## config.mk

```make
export PLATFORM = sky130hd
export DESIGN_NAME = stopwatch_ctrl
export DESIGN_NICKNAME = d
export VERILOG_FILES = /design/src/rtl/stopwatch_ctrl.sv
export SDC_FILE = /design/constraint.sdc
export NUM_CORES = 1
export LEC_CHECK = 0
export CAP_MARGIN = 0
export CORE_ASPECT_RATIO = 1.5
export CORE_MARGIN = 2
export CORE_UTILIZATION = 30
export CTS_CLUSTER_SIZE = 16
export DETAILED_ROUTE_END_ITERATION = 8
export GPL_TIMING_DRIVEN = 0
export PLACE_DENSITY_LB_ADDON = 0.12
export SETUP_SLACK_MARGIN = 0.3
export SKIP_LAST_GASP = 1
export SYNTH_ARGS = -nofsm -noshare
export SYNTH_HDL_FRONTEND = slang
export SYNTH_SLANG_ARGS = --single-unit
```

## constraint.sdc

```tcl
create_clock -name clk_i -period 2.5 [get_ports clk_i]
set_input_delay 0.375 -clock clk_i [delete_from_list [all_inputs] [get_ports clk_i]]
set_output_delay 0.375 -clock clk_i [all_outputs]
set_load 0.01 [all_outputs]
```

## src/rtl/stopwatch_ctrl.sv

```systemverilog
// stopwatch_ctrl: control sequencer for the four-digit MM:SS stopwatch counter.
//
// Purpose
//   This block conditions the raw pause and clear buttons, generates the count
//   tick and the adjust/blink timebase, and runs the PAUSED/RUN/ADJUST mode FSM.
//   In ADJUST it computes the incremented value of the selected digit, which
//   the counter then loads.
//
// Optional feature
//   Define STOPWATCH_CTRL_DEBOUNCE_EN to add a DB_CYCLES debouncer per button.
//   When the macro is not defined, DB_CYCLES is unused.
//
// Ports
//   clk_i, rst_i          clock and synchronous active-high reset
//   btn_pause_i/btn_clr_i raw asynchronous buttons, active-high
//   sw_adj_i              adjust-mode switch (level)
//   sw_sel_i[1:0]         digit select: 0 sec ones, 1 sec tens, 2 min ones, 3 min tens
//   dig0_i..dig3_i        current counter digits
//   cnt_tick_o            one-cycle count enable
//   cnt_clr_o             one-cycle clear
//   cnt_adj_o             high while in ADJUST
//   cnt_sel_o[1:0]        registered digit select
//   cnt_load_o            one-cycle load strobe
//   cnt_num_o[3:0]        load value
//   blink_on_o            display enable for the selected digit (0 = blanked)
module stopwatch_ctrl #(
  parameter int unsigned TICK_DIV  = 100_000_000,
  parameter int unsigned ADJ_DIV   = 50_000_000,
  parameter int unsigned DB_CYCLES = 1_000_000
) (
  input  logic       clk_i,
  input  logic       rst_i,
  input  logic       btn_pause_i,
  input  logic       btn_clr_i,
  input  logic       sw_adj_i,
  input  logic [1:0] sw_sel_i,
  input  logic [3:0] dig0_i,
  input  logic [2:0] dig1_i,
  input  logic [3:0] dig2_i,
  input  logic [2:0] dig3_i,
  output logic       cnt_tick_o,
  output logic       cnt_clr_o,
  output logic       cnt_adj_o,
  output logic [1:0] cnt_sel_o,
  output logic       cnt_load_o,
  output logic [3:0] cnt_num_o,
  output logic       blink_on_o
);

  localparam int TW = (TICK_DIV > 1) ? $clog2(TICK_DIV) : 1;
  localparam int AW = (ADJ_DIV  > 1) ? $clog2(ADJ_DIV)  : 1;

  typedef enum logic [1:0] {PAUSED, RUN, ADJUST} state_e;
  state_e state_q, state_d;

  // Button conditioning; bit 0 is pause, bit 1 is clear.
  logic [1:0] sync1_q, sync2_q, lvl_q, prev_q, evt;

  always_ff @(posedge clk_i) begin
    if (rst_i) begin
      sync1_q <= '0;
      sync2_q <= '0;
      prev_q  <= '0;
    end else begin
      sync1_q <= {btn_clr_i, btn_pause_i};
      sync2_q <= sync1_q;
      prev_q  <= lvl_q;
    end
  end

`ifdef STOPWATCH_CTRL_DEBOUNCE_EN
  localparam int DW = $clog2(DB_CYCLES + 1);
  logic [DW-1:0] db_cnt_q [2];

  // The level follows the synchronized input only after it has disagreed for
  // a full DB_CYCLES run; any agreeing sample restarts the count.
  always_ff @(posedge clk_i) begin
    if (rst_i) begin
      lvl_q <= '0;
      for (int i = 0; i < 2; i++) db_cnt_q[i] <= '0;
    end else begin
      for (int i = 0; i < 2; i++) begin
        if (sync2_q[i] != lvl_q[i]) begin
          if (db_cnt_q[i] == DW'(DB_CYCLES)) begin
            lvl_q[i]    <= sync2_q[i];
            db_cnt_q[i] <= '0;
          end else begin
            db_cnt_q[i] <= db_cnt_q[i] + 1'b1;
          end
        end else begin
          db_cnt_q[i] <= '0;
        end
      end
    end
  end
`else
  always_ff @(posedge clk_i) begin
    if (rst_i) lvl_q <= '0;
    else       lvl_q <= sync2_q;
  end
`endif

  assign evt = lvl_q & ~prev_q;

  logic pause_evt, clr_evt;
  assign pause_evt = evt[0];
  assign clr_evt   = evt[1];

  // The switch is used raw so that the mode changes on the first edge that
  // samples it; it also takes priority over a coincident pause event.
  always_comb begin
    state_d = state_q;
    case (state_q)
      PAUSED:  if (sw_adj_i) state_d = ADJUST; else if (pause_evt) state_d = RUN;
      RUN:     if (sw_adj_i) state_d = ADJUST; else if (pause_evt) state_d = PAUSED;
      ADJUST:  if (!sw_adj_i) state_d = PAUSED;
      default: state_d = PAUSED;
    endcase
  end

  // Next value of the selected digit: the tens digits wrap at 5, the ones
  // digits at 9, and anything at or beyond the limit reloads as 0.
  logic [3:0] sel_dig, sel_max, nxt_dig;
  always_comb begin
    sel_dig = '0;
    sel_max = 4'd9;
    case (sw_sel_i)
      2'd0: begin sel_dig = dig0_i;         sel_max = 4'd9; end
      2'd1: begin sel_dig = {1'b0, dig1_i}; sel_max = 4'd5; end
      2'd2: begin sel_dig = dig2_i;         sel_max = 4'd9; end
      default: begin sel_dig = {1'b0, dig3_i}; sel_max = 4'd5; end
    endcase
    nxt_dig = (sel_dig >= sel_max) ? 4'd0 : sel_dig + 4'd1;
  end

  logic [TW-1:0] tick_cnt_q, tick_cnt_d;
  logic [AW-1:0] adj_cnt_q, adj_cnt_d;
  logic          tick_hit, adj_hit;

  assign tick_hit = (state_q == RUN)    && (tick_cnt_q == TW'(TICK_DIV - 1));
  assign adj_hit  = (state_q == ADJUST) && (adj_cnt_q  == AW'(ADJ_DIV - 1));

  // Both dividers are held at 0 outside their own state, so every entry
  // starts a full period.
  always_comb begin
    tick_cnt_d = '0;
    adj_cnt_d  = '0;
    if (state_q == RUN && !tick_hit)   tick_cnt_d = tick_cnt_q + 1'b1;
    if (state_q == ADJUST && !adj_hit) adj_cnt_d  = adj_cnt_q + 1'b1;
  end

  always_ff @(posedge clk_i) begin
    if (rst_i) begin
      state_q    <= PAUSED;
      tick_cnt_q <= '0;
      adj_cnt_q  <= '0;
      cnt_tick_o <= 1'b0;
      cnt_clr_o  <= 1'b0;
      cnt_adj_o  <= 1'b0;
      cnt_sel_o  <= '0;
      cnt_load_o <= 1'b0;
      cnt_num_o  <= '0;
      blink_on_o <= 1'b1;
    end else begin
      state_q    <= state_d;
      tick_cnt_q <= tick_cnt_d;
      adj_cnt_q  <= adj_cnt_d;
      // Clear wins over a coincident tick or load for that cycle only.
      cnt_tick_o <= tick_hit & ~clr_evt;
      cnt_clr_o  <= clr_evt;
      cnt_adj_o  <= (state_q == ADJUST);
      cnt_sel_o  <= sw_sel_i;
      cnt_load_o <= adj_hit & ~clr_evt;
      if (adj_hit && !clr_evt) cnt_num_o <= nxt_dig;
      if (state_q != ADJUST) blink_on_o <= 1'b1;
      else if (adj_hit)      blink_on_o <= ~blink_on_o;
    end
  end

endmodule

```

# After elaboration in Yosys (flattened, before gate mapping)

Index checks and enable logic that the tools add are counted.

Equality and inequality tests: 10
$lt $le $gt $ge: 1
Reduce and logical (&&, ||, !) cells: 15
Mux-type cells: 9
Add/sub/neg operators: 3
Bitwise operators: 8

Operator list:

| kind                  | number |
|---|---|
| $add 27x1->27 const B | 1 |
| $eq 27x27->1 const B  | 1 |
| $add 26x1->26 const B | 1 |
| $eq 26x26->1 const B  | 1 |
| $pmux 4 s3            | 1 |
| $mux 2                | 5 |
| $mux 4                | 2 |
| $reduce_or 2->1       | 4 |
| $ne 3x3->1 const B    | 2 |
| $pmux 2 s3            | 1 |
| $logic_and 1x1->1     | 5 |
| $add 4x1->4 const B   | 1 |
| $eq 2x1->1 const B    | 2 |
| $eq 2x2->1 const B    | 2 |
| $ge 4x4->1            | 1 |
| $logic_not 2->1       | 2 |
| $ne 2x2->1 const B    | 2 |
| $not 1->1             | 4 |
| $logic_not 1->1       | 3 |
| $reduce_and 3->1      | 1 |
| $and 1x1->1           | 2 |
| $and 2x2->2           | 1 |
| $not 2->2             | 1 |

Input bits: 21
Output and inout bits: 11
Word-level logic and storage cells: 60
Bits in registers: 74

# Longest topological paths before layout

Depth after elaboration: 6
Gate-level depth with buffers: 9

# Worst setup path before layout

No wires, ideal clock.

Path type: input port to flip-flop
Start: input sw_sel_i[0]
End: register cnt_num_o[3]
Path buffers: 1
Setup time: 0.141 ns
Data arrival time: 2.000 ns
Stages: 8
Path slack: 0.358 ns
Data required time: 2.359 ns
Cells stage by stage: clkbuf_1 -> mux4_2 -> ha_1 -> nand2_1 -> o21ai_0 -> nor3_1 -> nand3_1 -> o221ai_1

Longest elaborated chain between the ends: 5

Ends and longest elaborated chain:

| item                                          | RTL line | source |
|---|---|---|
| from (decl)                                   | 36       | `input logic [1:0] sw_sel_i,` |
| $eq 2x2->1 or $logic_not 2->1 (tied branches) | 127      | `case (sw_sel_i)` |
| $reduce_or 2->1 (no source line)              | --       |  |
| $mux 4                                        | 127      |  |
| $ge 4x4->1                                    | 133      | `nxt_dig = (sel_dig >= sel_max) ? 4'd0 : sel_dig + 4'd1;` |
| $mux 4 *                                      | 133      |  |
| to (signal assigned)                          | 174      | `if (adj_hit && !clr_evt) cnt_num_o <= nxt_dig;` |
| to (decl)                                     | 46       | `output logic [3:0] cnt_num_o,` |

Mark *: on every way between the ends. The rest lies on a longest branch, timed or not.
A chain may end at the register's enable or synchronous reset.

# Worst setup path after layout

Start: register adj_cnt_q[0]
End: register adj_cnt_q[9]

Longest elaborated chain between the ends: 6

Ends and longest elaborated chain:

| item                                                                  | RTL line | source |
|---|---|---|
| from (decl)                                                           | 137      | `logic [AW-1:0] adj_cnt_q, adj_cnt_d;` |
| from (signal assigned)                                                | 167      | `adj_cnt_q <= adj_cnt_d;` |
| parallel branches: the longest is 6 deep, another holds $add 26x1->26 | --       |  |

Parallel ways; which one is timed is not known.

==> results.py <==
metrics = {
    "status": {
        "status": "complete, no violations",
    },
    "sta": {
        "rsz0062_at_grt": "false",
        "fin_crit_ps": 1980,
        "relSlewSlack_pct": 49.6,
        "worst_pin_slew_ps": 752,
        "setup_viol": 0,
        "setup_tns_ps": 0,
        "slew_violations": 0,
        "fin_crit_sh_pct": 79.3,
        "fmax_mhz": 505,
        "clock-skew-final_ps": 4.50,
        "hold_ws_ps": 422,
        "hold_viol": 0,
    },
    "grt": {
        "met3_usage_pct": 3.93,
        "antenna_found_initial": 0,
        "grt_pass1_wl_um": 12000,
        "globalRouteTotalUtil_pct": 12.5,
        "grt_overflow": 0,
        "grt_max_degree": 12,
        "grt_pass1_vias": 2560,
        "use_met1_pct": 14.0,
        "gr-max-usage-layer": "met2",
        "grtUsageMet2_pct": 21.8,
    },
    "logic_synthesis": {
        "synthTopCellsByArea": "dfxtp_1, xor2_1, nor2_1",
        "ys_ff_latch": 74,
        "yosysWarnings": 0,
        "ys_async_sr_fraction_pct": 0,
        "synth_top_area_cell": "dfxtp_1",
        "synth_seq_area_share_pct": 44.8,
        "ys_dominant_reg_cell": "dfxtp_1",
        "ys_top_cells_by_count": "dfxtp_1, nor2_1, xor2_1, nand2_1, nand4_1",
        "synth_nets": 380,
        "syn_area_mm2": 0.00331,
        "synth-edff-count": 0,
        "avgSynthCellArea_um2": 9.40,
        "yosysMostFrequentCell": "dfxtp_1",
        "synth_top_area_share_pct": 44.8,
        "yosysUniqueCellTypes": 46,
        "syn_inst": 352,
    },
    "worst_setup_path": {
        "crit_path_start_kind": "flop",
        "path_class": "reg2reg",
        "arrival_ps": 2210,
        "cp.required_ps": 2720,
        "cp-end-kind": "flop",
        "cp_max_fo": 10,
    },
    "job": {
        "drv_cap": 0,
    },
    "layout": {
        "syn_to_final_growth_pct": 23.2,
        "num-fill-cells": 1129,
        "drive_gt1_share_pct": 9.34,
        "nNetsFinal": 420,
        "n_antenna_cell": 0,
        "finish.utilization_pct": 37.5,
        "stdcell_area_mm2": 0.00408,
    },
    "power": {
        "ir_worst_vdd_mv": 0.340,
        "power.static_leakage_nw": 1.44,
        "finalPower_w": 0.00254,
        "power_density_mw_per_mm2": 623,
    },
    "worst_hold_path": {
        "holdCritPathClass": "in2reg",
    },
    "route": {
        "post-route-drc-count": 0,
        "vias": 2509,
        "wl_um": 6720,
        "first_iter_violations": 83,
        "antenna_left": 0,
        "wl_per_cell_um": 12.4,
        "vias_per_cell": 4.62,
        "dr.pass1.iters": 4,
    },
    "floorplanning": {
        "rows": 47,
        "io_pins": 32,
        "die_area_mm2": 0.0119,
        "core_area_mm2": 0.0109,
        "die_w_um": 89.8,
        "die_y_um": 133,
        "start_util_pct": 30.4,
    },
    "place": {
        "placed_area_mm2": 0.00378,
        "gp_congestion": 0.722,
        "dp_hpwl_um": 4920,
        "portBuffers": 29,
    },
    "clock_tree": {
        "tritoncts": "done",
        "cts_buffers": 9,
        "cts-root-buf": "clkbuf_16",
        "cts.reportedPaths.clkPinSlew_ps": 60,
        "postCtsSetupRepairBufs": 0,
        "cts_hold_buf": 0,
        "cts_buffer_depth": 2,
        "cts_sinks": 74,
        "cts_resized": 0,
        "clkLatencyLatePin_ps": 330,
        "htreeDepth": 3,
    },
}
-- layer usage --
layer / up-vias / routed length (um)
met1: 1190 / 2880
li1: 1289 / -
met3: 10 / 190
met2: 20 / 3490
met5: - / 0
met4: 0 / 150
-- state kept, by name, indices dropped and copies added, names as in the netlist --
signal	count
cnt_sel_o	2
cnt_tick_o	1
adj_cnt_q	26
cnt_num_o	4
sync2_q	2
sync1_q	2
state_q	2
cnt_adj_o	1
lvl_q	2
tick_cnt_q	27
blink_on_o	1
cnt_clr_o	1
prev_q	2
cnt_load_o	1
-- stage by stage --
step / std cells / worst slack [ps]
floorplan: 352 / 358
global placement: 528 / 9.98
detailed placement: 528 / 6.70
CTS: 543 / 333
global route: 543 / 381
finish: 543 / 519
-- cell usage in the layout (no fill, tap or decap), types with 9 or more instances in the layout --
cell	n
clkbuf_16	9
dfxtp_1	74
nor2b_1	12
nor2_1	60
xnor2_1	17
xor2_1	32
nand4_1	19
and3_1	15
clkdlybuf4s50_1	28
nand2_1	19
nand3_1	16
-- cell type report --
type                            instances  area, um2  area share [%]
Timing Repair Buffer                   29        293            7.18
Multi-Input combinational cell        258       1710            42.0
Buffer                                 13       91.3            2.24
Tap cell                              147        184            4.51
Clock buffer                           13        280            6.88
Inverter                                7       26.3           0.645
Clock inverter                          2       10.0           0.246
Sequential cell                        74       1480            36.3
-- cell families (layout without fill, tap and decap cells) --
logic type      count (synthesis)  after routing  synth area share (%)
mux                             6              6                  2.95
fa+ha+maj                       7              7                  2.65
compound gates                 12             12                  2.34
simple gates                  184            184                  30.8
flops                          74             74                  44.8
buf+inv                        20             64                  3.55
xor+xnor                       49             49                  13.0
-- power by group --
part / internal [W] / leakage, nW / switching [W]
clock network: 0.000771 / 0.147 / 0.000469
logic: 0.0000597 / 0.698 / 0.0000476
registers: 0.00119 / 0.598 / 0.00000351
-- critical path, stage by stage, from the launching register on --
cell and delay [ps]:
dfxtp_1 380, ha_1 240, and4_4 270, nand2_1 110
or3_1 460, nand2_2 160, buf_4 200, nor2_1 60
-- final timing paths --
kind,start,to,slack (ps),depth (start not counted)
min,sw_sel_i[0],cnt_sel_o[0],420,3
max,adj_cnt_q[0],adj_cnt_q[9],520,7
max reg2reg,adj_cnt_q[0],adj_cnt_q[9],520,7
min reg2reg,prev_q[1],cnt_clr_o,420,1
Note: power is estimated with default switching activity, not from simulation.
